File: config.mk
export PLATFORM = sky130hd
export DESIGN_NAME = usb_tx_encoder
export DESIGN_NICKNAME = d
export VERILOG_FILES = /design/src/rtl/usb_tx_encoder.sv
export SDC_FILE = /design/constraint.sdc
export NUM_CORES = 1
export LEC_CHECK = 0
export BUFFER_PORTS_ARGS = -buffer_cell sky130_fd_sc_hd__buf_4
export CORE_AREA = 2 2 64 66
export DETAILED_ROUTE_END_ITERATION = 12
export DIE_AREA = 0 0 66 68
export GPL_ROUTABILITY_DRIVEN = 1
export PLACE_DENSITY = 0.73
export SLEW_MARGIN = 20
export SYNTH_ARGS = -nofsm -noshare
export SYNTH_HDL_FRONTEND = slang
export SYNTH_SLANG_ARGS = --single-unit
File: constraint.sdc
create_clock -name clk -period 1.6 [get_ports clk]
set_input_delay 0 -clock clk [delete_from_list [all_inputs] [get_ports clk]]
set_output_delay 0 -clock clk [all_outputs]
set_load 0.1 [all_outputs]
File: src/rtl/usb_tx_encoder.sv
// usb_tx_encoder: USB full-speed transmit path.
// Takes packet bytes over a valid/ready handshake, prepends SYNC, serializes
// LSB-first with bit stuffing and NRZI, and closes each packet with EOP
// (SE0, SE0, J). Every output is registered.
//
// Handshake: a byte is accepted on a rising clk edge when tx_data_valid and
// tx_data_ready are both high; while valid is high without ready the source
// holds tx_data/tx_last stable. tx_data_ready never depends combinationally
// on tx_data_valid.
//
// Optional feature: define USB_TX_ABORT_EN to add the tx_abort input, which
// ends a packet with seven unstuffed 1 bits followed by EOP.
//
// dbg_state exposes the FSM state for checkers.
module usb_tx_encoder #(
  parameter int CLKS_PER_BIT = 8,
  parameter int STUFF_LIMIT  = 6
) (
  input  logic       clk,
  input  logic       n_rst,
  input  logic       tx_start,
  input  logic [7:0] tx_data,
  input  logic       tx_data_valid,
  input  logic       tx_last,
`ifdef USB_TX_ABORT_EN
  input  logic       tx_abort,
`endif
  output logic       tx_data_ready,
  output logic       d_plus_out,
  output logic       d_minus_out,
  output logic       tx_busy,
  output logic       tx_done,
  output logic       tx_error,
  output logic [2:0] dbg_state
);

  localparam int CNT_W  = (CLKS_PER_BIT > 1) ? $clog2(CLKS_PER_BIT) : 1;
  localparam int ONES_W = $clog2(STUFF_LIMIT + 1);

  typedef enum logic [2:0] {
    S_IDLE    = 3'd0,
    S_SYNC    = 3'd1,
    S_DATA    = 3'd2,
    S_EOP_SE0 = 3'd3,
    S_EOP_J   = 3'd4,
    S_ABORT   = 3'd5
  } state_t;

  state_t              r_state,     w_state_nxt;
  logic [CNT_W-1:0]    r_bit_cnt,   w_bit_cnt_nxt;
  logic [6:0]          r_shift,     w_shift_nxt;
  logic [2:0]          r_bits_left, w_bits_left_nxt;
  logic                r_cur_last,  w_cur_last_nxt;
  logic [ONES_W-1:0]   r_ones,      w_ones_nxt;
  logic                r_eop_cnt,   w_eop_cnt_nxt;
  logic [7:0]          r_hold,      w_hold_nxt;
  logic                r_hold_full, w_hold_full_nxt;
  logic                r_hold_last, w_hold_last_nxt;
  logic                r_last_acc,  w_last_acc_nxt;
  logic                r_dp,        w_dp_nxt;
  logic                r_dm,        w_dm_nxt;
  logic                r_busy,      w_busy_nxt;
  logic                r_done,      w_done_nxt;
  logic                r_error,     w_error_nxt;
  logic                r_ready,     w_ready_nxt;
`ifdef USB_TX_ABORT_EN
  logic [2:0]          r_abort_cnt, w_abort_cnt_nxt;
`endif

  logic w_boundary;
  logic w_accept;
  logic w_emit;
  logic w_emit_bit;

  assign w_boundary = (r_bit_cnt == CNT_W'(CLKS_PER_BIT - 1));
  assign w_accept   = tx_data_valid & r_ready;

  // State and datapath registers; reset parks the lines at idle J.
  always_ff @(posedge clk or negedge n_rst) begin
    if (!n_rst) begin
      r_state     <= S_IDLE;
      r_bit_cnt   <= '0;
      r_shift     <= '0;
      r_bits_left <= '0;
      r_cur_last  <= 1'b0;
      r_ones      <= '0;
      r_eop_cnt   <= 1'b0;
      r_hold      <= '0;
      r_hold_full <= 1'b0;
      r_hold_last <= 1'b0;
      r_last_acc  <= 1'b0;
      r_dp        <= 1'b1;
      r_dm        <= 1'b0;
      r_busy      <= 1'b0;
      r_done      <= 1'b0;
      r_error     <= 1'b0;
      r_ready     <= 1'b1;
`ifdef USB_TX_ABORT_EN
      r_abort_cnt <= '0;
`endif
    end else begin
      r_state     <= w_state_nxt;
      r_bit_cnt   <= w_bit_cnt_nxt;
      r_shift     <= w_shift_nxt;
      r_bits_left <= w_bits_left_nxt;
      r_cur_last  <= w_cur_last_nxt;
      r_ones      <= w_ones_nxt;
      r_eop_cnt   <= w_eop_cnt_nxt;
      r_hold      <= w_hold_nxt;
      r_hold_full <= w_hold_full_nxt;
      r_hold_last <= w_hold_last_nxt;
      r_last_acc  <= w_last_acc_nxt;
      r_dp        <= w_dp_nxt;
      r_dm        <= w_dm_nxt;
      r_busy      <= w_busy_nxt;
      r_done      <= w_done_nxt;
      r_error     <= w_error_nxt;
      r_ready     <= w_ready_nxt;
`ifdef USB_TX_ABORT_EN
      r_abort_cnt <= w_abort_cnt_nxt;
`endif
    end
  end

  // Next-state, bit selection, stuffing, NRZI and handshake logic.
  always_comb begin
    w_state_nxt     = r_state;
    w_bit_cnt_nxt   = '0;
    w_shift_nxt     = r_shift;
    w_bits_left_nxt = r_bits_left;
    w_cur_last_nxt  = r_cur_last;
    w_ones_nxt      = r_ones;
    w_eop_cnt_nxt   = r_eop_cnt;
    w_hold_nxt      = r_hold;
    w_hold_full_nxt = r_hold_full;
    w_hold_last_nxt = r_hold_last;
    w_last_acc_nxt  = r_last_acc;
    w_dp_nxt        = r_dp;
    w_dm_nxt        = r_dm;
    w_busy_nxt      = r_busy;
    w_done_nxt      = 1'b0;
    w_error_nxt     = 1'b0;
    w_emit          = 1'b0;
    w_emit_bit      = 1'b0;
`ifdef USB_TX_ABORT_EN
    w_abort_cnt_nxt = r_abort_cnt;
`endif

    // Bit-time counter runs only while a packet is on the wire.
    if (r_state != S_IDLE) begin
      w_bit_cnt_nxt = w_boundary ? '0 : r_bit_cnt + CNT_W'(1);
    end

    // Byte accepted into the holding register.
    if (w_accept) begin
      w_hold_nxt      = tx_data;
      w_hold_full_nxt = 1'b1;
      w_hold_last_nxt = tx_last;
      w_last_acc_nxt  = r_last_acc | tx_last;
    end

    case (r_state)
      S_IDLE: begin
        if (tx_start) begin
          // SYNC is 0x80 sent LSB-first; bit 0 goes out right away.
          w_state_nxt     = S_SYNC;
          w_busy_nxt      = 1'b1;
          w_shift_nxt     = 7'h40;
          w_bits_left_nxt = 3'd7;
          w_cur_last_nxt  = 1'b0;
          w_ones_nxt      = '0;
          w_emit          = 1'b1;
          w_emit_bit      = 1'b0;
        end
      end
      S_SYNC, S_DATA: begin
        if (w_boundary) begin
          if (r_ones == ONES_W'(STUFF_LIMIT)) begin
            // Stuffed 0; the shift register stalls for this bit time.
            w_emit     = 1'b1;
            w_emit_bit = 1'b0;
          end else if (r_bits_left != 3'd0) begin
            w_emit          = 1'b1;
            w_emit_bit      = r_shift[0];
            w_shift_nxt     = {1'b0, r_shift[6:1]};
            w_bits_left_nxt = r_bits_left - 3'd1;
          end else if (r_cur_last) begin
            w_state_nxt   = S_EOP_SE0;
            w_eop_cnt_nxt = 1'b0;
            w_dp_nxt      = 1'b0;
            w_dm_nxt      = 1'b0;
          end else if (r_hold_full) begin
            w_state_nxt     = S_DATA;
            w_emit          = 1'b1;
            w_emit_bit      = r_hold[0];
            w_shift_nxt     = r_hold[7:1];
            w_bits_left_nxt = 3'd7;
            w_cur_last_nxt  = r_hold_last;
            w_hold_full_nxt = 1'b0;
          end else begin
            // Underflow: nothing to send and no last byte seen.
            w_state_nxt   = S_EOP_SE0;
            w_eop_cnt_nxt = 1'b0;
            w_dp_nxt      = 1'b0;
            w_dm_nxt      = 1'b0;
            w_error_nxt   = 1'b1;
          end
        end
      end
      S_EOP_SE0: begin
        if (w_boundary) begin
          if (!r_eop_cnt) begin
            w_eop_cnt_nxt = 1'b1;
          end else begin
            w_state_nxt = S_EOP_J;
            w_dp_nxt    = 1'b1;
            w_dm_nxt    = 1'b0;
          end
        end
      end
      S_EOP_J: begin
        if (w_boundary) begin
          w_state_nxt    = S_IDLE;
          w_busy_nxt     = 1'b0;
          w_done_nxt     = 1'b1;
          w_last_acc_nxt = 1'b0;
        end
      end
`ifdef USB_TX_ABORT_EN
      S_ABORT: begin
        // Held line (1 bits) with stuffing suppressed, then EOP.
        if (w_boundary) begin
          if (r_abort_cnt != 3'd7) begin
            w_abort_cnt_nxt = r_abort_cnt + 3'd1;
          end else begin
            w_state_nxt   = S_EOP_SE0;
            w_eop_cnt_nxt = 1'b0;
            w_dp_nxt      = 1'b0;
            w_dm_nxt      = 1'b0;
          end
        end
      end
`endif
      default: begin
        w_state_nxt = S_IDLE;
      end
    endcase

    // NRZI: a 0 toggles the line, a 1 holds it; stuffing counter tracks 1s.
    if (w_emit) begin
      if (!w_emit_bit) begin
        w_dp_nxt   = ~r_dp;
        w_dm_nxt   = ~r_dm;
        w_ones_nxt = '0;
      end else begin
        w_ones_nxt = r_ones + ONES_W'(1);
      end
    end

`ifdef USB_TX_ABORT_EN
    // Abort discards queued data; the current bit finishes unless this is
    // already a boundary, in which case the first held bit starts now.
    if (tx_abort && (r_state == S_SYNC || r_state == S_DATA)) begin
      w_state_nxt     = S_ABORT;
      w_hold_full_nxt = 1'b0;
      w_shift_nxt     = '0;
      w_bits_left_nxt = 3'd0;
      w_cur_last_nxt  = 1'b0;
      w_ones_nxt      = '0;
      w_error_nxt     = 1'b1;
      w_dp_nxt        = r_dp;
      w_dm_nxt        = r_dm;
      w_abort_cnt_nxt = w_boundary ? 3'd1 : 3'd0;
    end
`endif

    w_ready_nxt = ~w_hold_full_nxt & ~w_last_acc_nxt &
                  (w_state_nxt != S_EOP_SE0) & (w_state_nxt != S_EOP_J) &
                  (w_state_nxt != S_ABORT);
  end

  assign tx_data_ready = r_ready;
  assign d_plus_out    = r_dp;
  assign d_minus_out   = r_dm;
  assign tx_busy       = r_busy;
  assign tx_done       = r_done;
  assign tx_error      = r_error;
  assign dbg_state     = r_state;

endmodule

# After elaboration in Yosys (flattened, before gate mapping)

Cells that the tools add are included.

Flip-flop bits (word level): 38
Latch bits: 0
Bits in writable memories: 0
ROM bits: 0
Input port bits: 13
Word-level logic and storage cells: 160
Memories: 0

Add/subtract/negate cells: 3
Multiply operators: 0
Divide/modulo/power cells: 0
Order comparisons: 0
Equal/unequal tests: 18
Shift-type cells: 0
Muxes and demuxes: 98
Bitwise operators: 10
Reductions and logical operators: 14

Operators with widths:

| kind                  | number |
|---|---|
| $mux W1               | 64 |
| $mux W3               | 19 |
| $mux W7               | 6 |
| $ne A3 B3 Y1 const B  | 5 |
| $pmux W7 S2           | 1 |
| $ne A2 B2 Y1 const B  | 6 |
| $pmux W1 S2           | 6 |
| $pmux W3 S4           | 1 |
| $reduce_and A6 Y1     | 2 |
| $reduce_bool A2 Y1    | 5 |
| $eq A3 B3 Y1 const B  | 3 |
| $add A3 B1 Y3 const B | 2 |
| $eq A3 B2 Y1 const B  | 2 |
| $pmux W3 S2           | 1 |
| $reduce_bool A3 Y1    | 2 |
| $and A1 B1 Y1         | 5 |
| $reduce_and A5 Y1     | 1 |
| $not A1 Y1            | 4 |
| $eq A3 B1 Y1 const B  | 1 |
| $logic_not A3 Y1      | 1 |
| $ne A3 B2 Y1 const B  | 1 |
| $reduce_and A3 Y1     | 1 |
| $sub A3 B1 Y3 const B | 1 |
| $reduce_and A2 Y1     | 1 |
| 2 further kinds       | 2 |

# Logic depth before layout (Yosys ltp)

Gate-level depths: netlist of run 1.

Depth after elaboration: 13
Gate-level depth with buffers: 7
Depth with buffers taken out: 6

# Worst setup path before layout of run 1

Ideal clock, no wire load.

Kind: reg-to-reg
From: register r_state[2], in the netlist dbg_state[2]
To: register r_bits_left[1]
Library setup time: 0.083 ns
Arrival: 2.058 ns
Data required time: 1.517 ns
Path slack: -0.540 ns
Cell stages (with the launch flop): 7
Path buffers: 2
Cells stage by stage: dfrtp_1 -> buf_2 -> and2b_2 -> o2111ai_2 -> clkbuf_1 -> o21ai_0 -> o21ai_0

Longest elaborated chain between the ends: 4

RTL lines:

| element                                             | RTL line | text |
|---|---|---|
| start: declaration                                  | 49       | `state_t r_state, w_state_nxt;` |
| start signal: assignment                            | 102      | `r_state <= w_state_nxt;` |
| $eq A3 B1 Y1 / $eq A3 B2 Y1 (equally long branches) | 162      | `case (r_state)` |
| $reduce_or A2 Y1                                    | 162      |  |
| $ne A3 B3 Y1 (no line) (tied with other cells)      | n/a      |  |
| $reduce_and A6 Y1 (no line)                         | n/a      |  |
| end signal: assignment                              | 105      | `r_bits_left <= w_bits_left_nxt;` |
| end: declaration                                    | 52       | `logic [2:0] r_bits_left, w_bits_left_nxt;` |

Parallel ways exist; a longest one is shown, timed or not.
A chain may end at the register's enable or synchronous reset.

# Worst setup path in the final report of run 1

From: register r_bit_cnt[1]
To: register r_ones[2]

Longest elaborated chain between the ends: 5

RTL lines:

| element                                                        | RTL line | text |
|---|---|---|
| start: declaration                                             | 50       | `logic [CNT_W-1:0] r_bit_cnt, w_bit_cnt_nxt;` |
| start signal: assignment                                       | 103      | `r_bit_cnt <= w_bit_cnt_nxt;` |
| $eq A3 B3 Y1 (*)                                               | 75       | `assign w_boundary = (r_bit_cnt == CNT_W'(CLKS_PER_BIT - 1));` |
| $mux W1                                                        | 177      | `if (w_boundary) begin` |
| $pmux W1 S2 / $mux W1 (equally long branches)                  | n/a      |  |
| $reduce_bool A2 Y1 (no line) / $mux W3 (equally long branches) | n/a      |  |
| $reduce_and A2 Y1 (no line) / $mux W3 (equally long branches)  | n/a      |  |
| end signal: assignment                                         | 107      | `r_ones <= w_ones_nxt;` |
| end: declaration                                               | 54       | `logic [ONES_W-1:0] r_ones, w_ones_nxt;` |

Mark *: on every way between the ends. The rest lies on a longest branch, timed or not.

==> summary.txt, run 1 <==
=================================================================================
Failing checks ..................................................... negative setup slack
Skew-Pair Late Insertion Delay .....................................      0.30 ns
Total of fill cells in the finished design .........................          251
Post-route minimum period ..........................................      1.69 ns
Internal Dissipation ...............................................      3.05 mW
Routed Wire Length .................................................      4410 µm
Slew HR ............................................................        68.9%
Avg Cell Area, Syn .................................................     11.5 µm²
Most frequent cells in the layout .................................. buf_4, dfrtp_1, dlygate4sd3_1
Fmax achieved ......................................................    0.592 GHz
Proportion of synthesized area in mux cells ........................        9.62%
Startpoint Class ...................................................    flip-flop
Complex-gate fraction of the synthesized area ......................        15.9%
Area share of xor/xnor cells in the synthesized design .............        1.33%
Max-Cap Viols ......................................................            0
Count of clock tree sinks ..........................................           38
Clock buffer count from CTS ........................................            5
Worst-path maximum fanout ..........................................            5
Data required time of the critical path ............................      1.79 ns
Antenna Violating Nets Remaining ...................................            0
DRT iter0 DRCs .....................................................           64
H-tree depth reported by CTS .......................................            2
Worst-case setup slack after placement .............................   -0.0863 ns
Clock tree from TritonCTS ..........................................        built
Part of the power in combinational logic ...........................        45.1%
Adder-cell area share of the yosys netlist .........................        3.98%
Summed instance area of the synthesized netlist ....................     1890 µm²
Global-route wire length before repair .............................      7160 µm
Switching pwr ......................................................      1.89 mW
Final HPWL DP ......................................................      2960 µm
Combinational family with the most area after synthesis ............ compound AO/OA/AOI/OAI gates
Floorplan die width ................................................        66 µm
Status ............................................................. finished with violations
Die H ..............................................................        68 µm
Flops & latches, synth .............................................           38
Pin count of the biggest net entering global routing ...............           39
Unrepaired setup endpoints after global routing ....................          yes
Clock tree buffer depth ............................................            2
Number of placement rows ...........................................           23
Total Die Area .....................................................     4490 µm²
N_diodes ...........................................................            0
Area grow syn2layout ...............................................        46.8%
Post-Syn Instances .................................................          164
Routed wire length per instance ....................................      16.3 µm
WS Path Type ....................................................... flip-flop to flip-flop
Port buffer count ..................................................           21
Number of ports placed on the die boundary .........................           22
Post-route DRC .....................................................            0
Clock power share ..................................................        20.3%
Worst Max-Slew Pin Slew ............................................     0.467 ns
Global placer's final weighted congestion ..........................        0.804
Core area ..........................................................     3860 µm²
Type of element capturing the critical path ........................    flip-flop
Critical Path, Cell by Cell ........................................ ha_4 -> ha_4 -> or2b_1 -> a311oi_4 -> o32ai_1 -> a21o_1
CTS root buf .......................................................     clkbuf_8
Count of cells along the worst register-to-register path ...........            6
Top_reg_cell synth .................................................      dfrtp_1
Cell type of the slowest stage on the worst timing path ............      dfrtp_1
Via count of the routed design .....................................         1498
Multi-input gate area ..............................................     1110 µm²
Most repeated library cell on the critical path ....................         ha_4
Area used by sequential logic in the layout ........................      968 µm²
Placed cell count ..................................................          247
Fin crit share .....................................................         106%
Antenna violations before repair ...................................            0
Leakage power of the design ........................................      1.22 nW
Highest ir drop seen on vdd ........................................      1.14 mV
Final setup viols ..................................................            9
Switching Fraction .................................................        38.2%
Worst Hold Path Cells ..............................................            4
Final instance count without filler cells ..........................          270
Arrival time of the worst setup path ...............................      1.88 ns
Total nets after synthesis .........................................          183
Ratio of routed vias to standard cells .............................         5.55
Post-synthesis simple-gate area fraction ...........................        15.5%
Distinct cell type count of the synthesized netlist ................           53
Largest incremental delay on the critical path .....................      0.38 ns
Setup slack of the critical path after layout ......................   -0.0897 ns
Relative contribution of sequential cells to total power ...........        34.5%
Final hold violation count .........................................            0
Async SR Flop Fraction .............................................         100%
Worst Clk Skew .....................................................   0.00829 ns
Post-route core utilization ........................................        71.8%
Most common library cell in the layout ignoring fill and taps ......        buf_4
Register-to-register setup slack ...................................     -0.09 ns
Gr usage total .....................................................        21.7%
Post-synthesis sequential area ratio ...............................        50.6%
Fraction of final layout cells with drive strength greater than 1 ..        50.9%
Power per cell area ................................................  1790 nW/µm²
Number of synthesized flops with an enable pin .....................            0
Detailed-routing iteration count for the pre-antenna-repair pass ...            4
Initial core utilization ...........................................        48.9%
Path category of the worst min-delay check ......................... input pin to flip-flop
Final Max Tran Viols ...............................................            0
GRT Residual Overflow ..............................................            0
Synthesis warning total ............................................            0
Register clock-pin slew on the reported worst setup and hold paths .      0.08 ns
Final nets .........................................................          238
Final worst hold slack .............................................     0.119 ns
Vias in the first global route .....................................         1525
=================================================================================
## kinds of logic (layout without fill, tap and decap cells)
group | after synthesis | count (layout)
simple gates | 51 | 51
flops | 38 | 38
xor+xnor | 2 | 2
mux | 17 | 17
buf+inv | 13 | 69
fa+ha+maj | 6 | 6
compound gates | 37 | 37
## state kept, by name, indices dropped and copies added (netlist names)
| name | count |
|---|---|
| r_last_acc | 1 |
| r_shift | 7 |
| r_hold_full | 1 |
| r_bit_cnt | 3 |
| r_hold_last | 1 |
| tx_error | 1 |
| d_minus_out | 1 |
| d_plus_out | 1 |
| tx_done | 1 |
| tx_data_ready | 1 |
| r_eop_cnt | 1 |
| r_hold | 8 |
| dbg_state | 3 |
| r_bits_left | 3 |
| r_cur_last | 1 |
| r_ones | 3 |
| tx_busy | 1 |
## Yosys cell counts, types with 2 or more instances
cell       count  area, µm²
mux2i_1        8       80.1
a22oi_1        2       15.0
buf_2          2       10.0
a21o_1         3       22.5
nand4_1        3       18.8
o21ai_0        7       35.0
nand3_1        9       45.0
nand2_1        8       30.0
ha_1           6       75.1
nand2b_1       2       12.5
nor2_1         7       26.3
mux2_2         9        101
o21ai_1        4       20.0
a211oi_1       2       15.0
buf_4          2       15.0
inv_1          8       30.0
nor3_1         3       15.0
a2bb2oi_1      2       17.5
and3_2         2       15.0
dfrtp_1       36        901
dfstp_2        2       52.6
nor2b_1        5       31.3
a21oi_1        2       10.0
## stage by stage
step           setup TNS [ns]  total power, mW  cell area, µm²
6_report               -0.347             4.94            2770
5_1_grt                 -1.33             5.22            2770
4_1_cts                -0.412             4.56            2540
3_5_place_dp           -0.409             3.47            2280
3_3_place_gp          -0.0369             3.37            2280
2_1_floorplan          -0.976             2.98            1990
## per-layer routing
layer  track usage, %  share of wire, %  vias up  routed length, µm
li1                 -                 -      711                  -
met4             8.16               1.8        0                 80
met1             27.1                46      747               2010
met2             36.6                49       31               2170
met5                0                 0        -                  0
met3             5.59               3.2        9                143
## critical path, delay by kind of cell, from the launching register on
| family | cells | cell delay [ns] |
|---|---|---|
| fa+ha+maj | 2 | 0.31 |
| simple gates | 1 | 0.28 |
| flops | 1 | 0.38 |
| compound gates | 3 | 0.62 |
## area by class of cell
| type | instances | share of cell area, % |
|---|---|---|
| tap | 50 | 2.26 |
| timing repair buffer | 53 | 16.4 |
| clock buffer | 6 | 2.98 |
| clock inverter | 2 | 2.17 |
| multi-input combinational | 113 | 40.1 |
| sequential | 38 | 35.0 |
| inverter | 8 | 1.08 |
## final timing paths
kind / from / end
min in group asynchronous: n_rst / r_eop_cnt$_DFFE_PN0P_
hold / removal: tx_data_valid / r_hold_full$_DFF_PN0_
setup reg to reg: r_bit_cnt[1]$_DFF_PN0_ / r_ones[2]$_DFFE_PN0P_
max in group asynchronous: n_rst / dbg_state[2]$_DFF_PN0_
setup / recovery: r_bit_cnt[1]$_DFF_PN0_ / r_ones[2]$_DFFE_PN0P_
hold reg to reg: r_bit_cnt[0]$_DFF_PN0_ / r_bit_cnt[0]$_DFF_PN0_
## power groups by stage
stage	combinational, mW	sequential, mW	clock [mW]
6_report	2.23	1.71	1.01
3_5_place_dp	1.82	1.66	0
2_1_floorplan	1.09	1.88	0
4_1_cts	1.88	1.65	1.03
3_3_place_gp	1.73	1.63	0
5_1_grt	2.40	1.75	1.07
## repair_timing
item	CTS	global route
pin swaps	1	9
setup endpoints to repair	8	20
resized for setup	3	40
hold endpoints to repair	45	0
setup buffers	0	5
hold buffers	10	0
No activity file was read; power rests on OpenSTA's default activity.
==> run 2: changes to the inputs <==
Settings changed: CORE_AREA 2 2 64 66 to 2 2 61 63, DIE_AREA 0 0 66 68 to 0 0 63 65, PLACE_DENSITY 0.73 to 0.76.
Clock period 1.6 ns to 1.9 ns, I/O delays scaled along.
==> summary.txt, run 2 (synthesized netlist as in run 1, its figures left out) <==
=================================================================================
Leakage power of the design ........................................      1.05 nW
TNS Setup ..........................................................         0 ns
Arrival time of the worst setup path ...............................      2.09 ns
Detailed-routing iteration count for the pre-antenna-repair pass ...            4
Core area ..........................................................     3500 µm²
Tot Pwr ............................................................      3.52 mW
Number of placement rows ...........................................           22
Flip-flop count of the largest register after layout ...............            8
Post-route minimum period ..........................................      1.83 ns
Launch point of the worst hold path ................................ tx_data_valid
Critical Path, Cell by Cell ........................................ ha_1 -> ha_4 -> a21boi_4 -> nand2_2 -> o32a_4 -> a2111oi_4
Startpoint Class ...................................................    flip-flop
Status .............................................................    completed
Slew HR ............................................................        69.0%
Area used by sequential logic in the layout ........................      957 µm²
Post CTS Setup Buffer Count ........................................            0
Multi-input gate area ..............................................      918 µm²
Largest incremental delay on the critical path .....................      0.38 ns
Final setup viols ..................................................            0
Critical path buffers and inverters ................................            0
Total Die Area .....................................................     4100 µm²
Worst-case setup slack after placement .............................    0.0416 ns
Number of ports placed on the die boundary .........................           22
Global placer's final weighted congestion ..........................        0.911
Clock tree from TritonCTS ..........................................        built
Number of cells on the critical path ...............................            6
Setup slack of the critical path after layout ......................    0.0728 ns
Area grow syn2layout ...............................................        25.1%
Gr usage total .....................................................        21.6%
Switching Fraction .................................................        39.1%
Relative contribution of sequential cells to total power ...........        39.4%
Final HPWL DP ......................................................      2870 µm
Switching pwr ......................................................      1.38 mW
H-tree depth reported by CTS .......................................            2
N_diodes ...........................................................            0
Worst Max-Slew Pin Slew ............................................     0.465 ns
Unrepaired setup endpoints after global routing ....................           no
Ratio of routed vias to standard cells .............................         5.72
Critical Path End .................................................. tx_data_ready$_DFF_PN1_
Most flops, register ...............................................       r_hold
Fmax achieved ......................................................    0.547 GHz
Family with the most delay on the worst path ....................... compound AO/OA/AOI/OAI gates
Vias in the first global route .....................................         1462
Met1 track demand over resource ....................................        23.6%
Leading registers by flop count .................................... r_hold (8), r_shift (7)
Register-to-register setup slack ...................................      0.07 ns
Count of clock tree sinks ..........................................           38
Antenna Violating Nets Remaining ...................................            0
Grt met3 use .......................................................        5.73%
WS Path Type ....................................................... flip-flop to flip-flop
R2R Path End ....................................................... tx_data_ready$_DFF_PN1_
Pin count of the biggest net entering global routing ...............           39
Fin crit share .....................................................        96.2%
Met2 Usage GRT .....................................................        37.1%
Final nets .........................................................          220
Total of fill cells in the finished design .........................          263
Worst-path maximum fanout ..........................................            6
DRT iter0 DRCs .....................................................           98
Fraction of final layout cells with drive strength greater than 1 ..        31.2%
Cell type of the slowest stage on the worst timing path ............       o32a_4
GRT Residual Overflow ..............................................            0
Most common library cell in the layout ignoring fill and taps ......      dfrtp_1
Clock buffer count from CTS ........................................            5
Critical path origin ............................................... r_bit_cnt[0]$_DFF_PN0_
Most frequent cells in the layout .................................. dfrtp_1, buf_4, dlygate4sd3_1
Skew-Pair Late Insertion Delay .....................................      0.35 ns
Post-route DRC .....................................................            0
Highest ir drop seen on vdd ........................................     0.771 mV
Global-route wire length before repair .............................      6600 µm
CTS root buf .......................................................     clkbuf_4
Port buffer count ..................................................           21
Part of the power in combinational logic ...........................        41.1%
Count of cells along the worst register-to-register path ...........            6
Layer with the highest usage after global routing ..................         met2
Via count of the routed design .....................................         1429
Antenna violations before repair ...................................            0
Data required time of the critical path ............................      2.16 ns
Final hold violation count .........................................            0
Die H ..............................................................        65 µm
Type of element capturing the critical path ........................    flip-flop
Clock tree buffer depth ............................................            2
Worst Clk Skew .....................................................   0.00570 ns
Clock power share ..................................................        19.6%
Routed wire length per instance ....................................      15.9 µm
Path category of the worst min-delay check ......................... input pin to flip-flop
Post-route core utilization ........................................        67.5%
Final worst hold slack .............................................    0.0439 ns
Internal Dissipation ...............................................      2.15 mW
Final Max Tran Viols ...............................................            0
Initial core utilization ...........................................        53.9%
Worst reg2reg startpoint ........................................... r_bit_cnt[0]$_DFF_PN0_
Register clock-pin slew on the reported worst setup and hold paths .      0.12 ns
Floorplan die width ................................................        63 µm
Power per cell area ................................................  1490 nW/µm²
Max-Cap Viols ......................................................            0
Routed Wire Length .................................................      3980 µm
=================================================================================
run 2: cell count changes in the layout (fill, tap and decap cells not counted), moves of 5 or more:
cell	delta
o21ai_0	+5
buf_4	-14
nand3_1	+6
clkbuf_8	-6
nand3_2	-6
clkbuf_4	+5
run 2: worst reg2reg max path, stage by stage, from the launching register on:
cell,delay [ns]
dfrtp_1,0.37
ha_1,0.19
ha_4,0.16
a21boi_4,0.22
nand2_2,0.10
o32a_4,0.38
a2111oi_4,0.32
run 2: cell type report:
class | count | area share [%]
Clock buffer | 5 | 1.59
Clock inverter | 3 | 2.92
Inverter | 8 | 1.27
Multi-Input combinational cell | 113 | 38.9
Sequential cell | 38 | 40.6
Tap cell | 48 | 2.55
Timing Repair Buffer | 35 | 12.2
run 2: power by group through the flow:
stage               clock network, mW  logic (mW)  registers, mW
finish                          0.690        1.45           1.39
global route                    0.739        1.58           1.42
CTS                             0.705        1.39           1.37
detailed placement                  0        1.37           1.39
global placement                    0        1.30           1.36
floorplan                           0       0.837           1.56
run 2: worst min path at each step:
| stage | depth (start not counted) | endpoint |
|---|---|---|
| after detailed placement | 1 | d_minus_out$_DFF_PN0_ |
| after floorplan | 0 | d_minus_out$_DFF_PN0_ |
| after global placement | 1 | r_ones[2]$_DFFE_PN0P_ |
| after global routing | 3 | r_last_acc$_DFF_PN0_ |
| after CTS | 3 | r_last_acc$_DFF_PN0_ |
| final | 3 | r_last_acc$_DFF_PN0_ |
run 2: through the flow:
step | area, µm² | instances
2_1_floorplan | 1890 | 164
3_3_place_gp | 2110 | 232
3_5_place_dp | 2110 | 232
4_1_cts | 2310 | 250
5_1_grt | 2360 | 250
6_report | 2360 | 250
run 2: repair_timing:
| action | in CTS | in global routing |
|---|---|---|
| hold buffers | 10 | 0 |
| setup endpoints to repair | 0 | 9 |
| hold endpoints to repair | 47 | 0 |
| resized for setup | 0 | 6 |
run 2: layer usage:
layer,part of all wire (%),wire length (µm)
met3,3.9,157
met1,41,1650
met2,51,2020
met5,0,0
met4,3.9,156
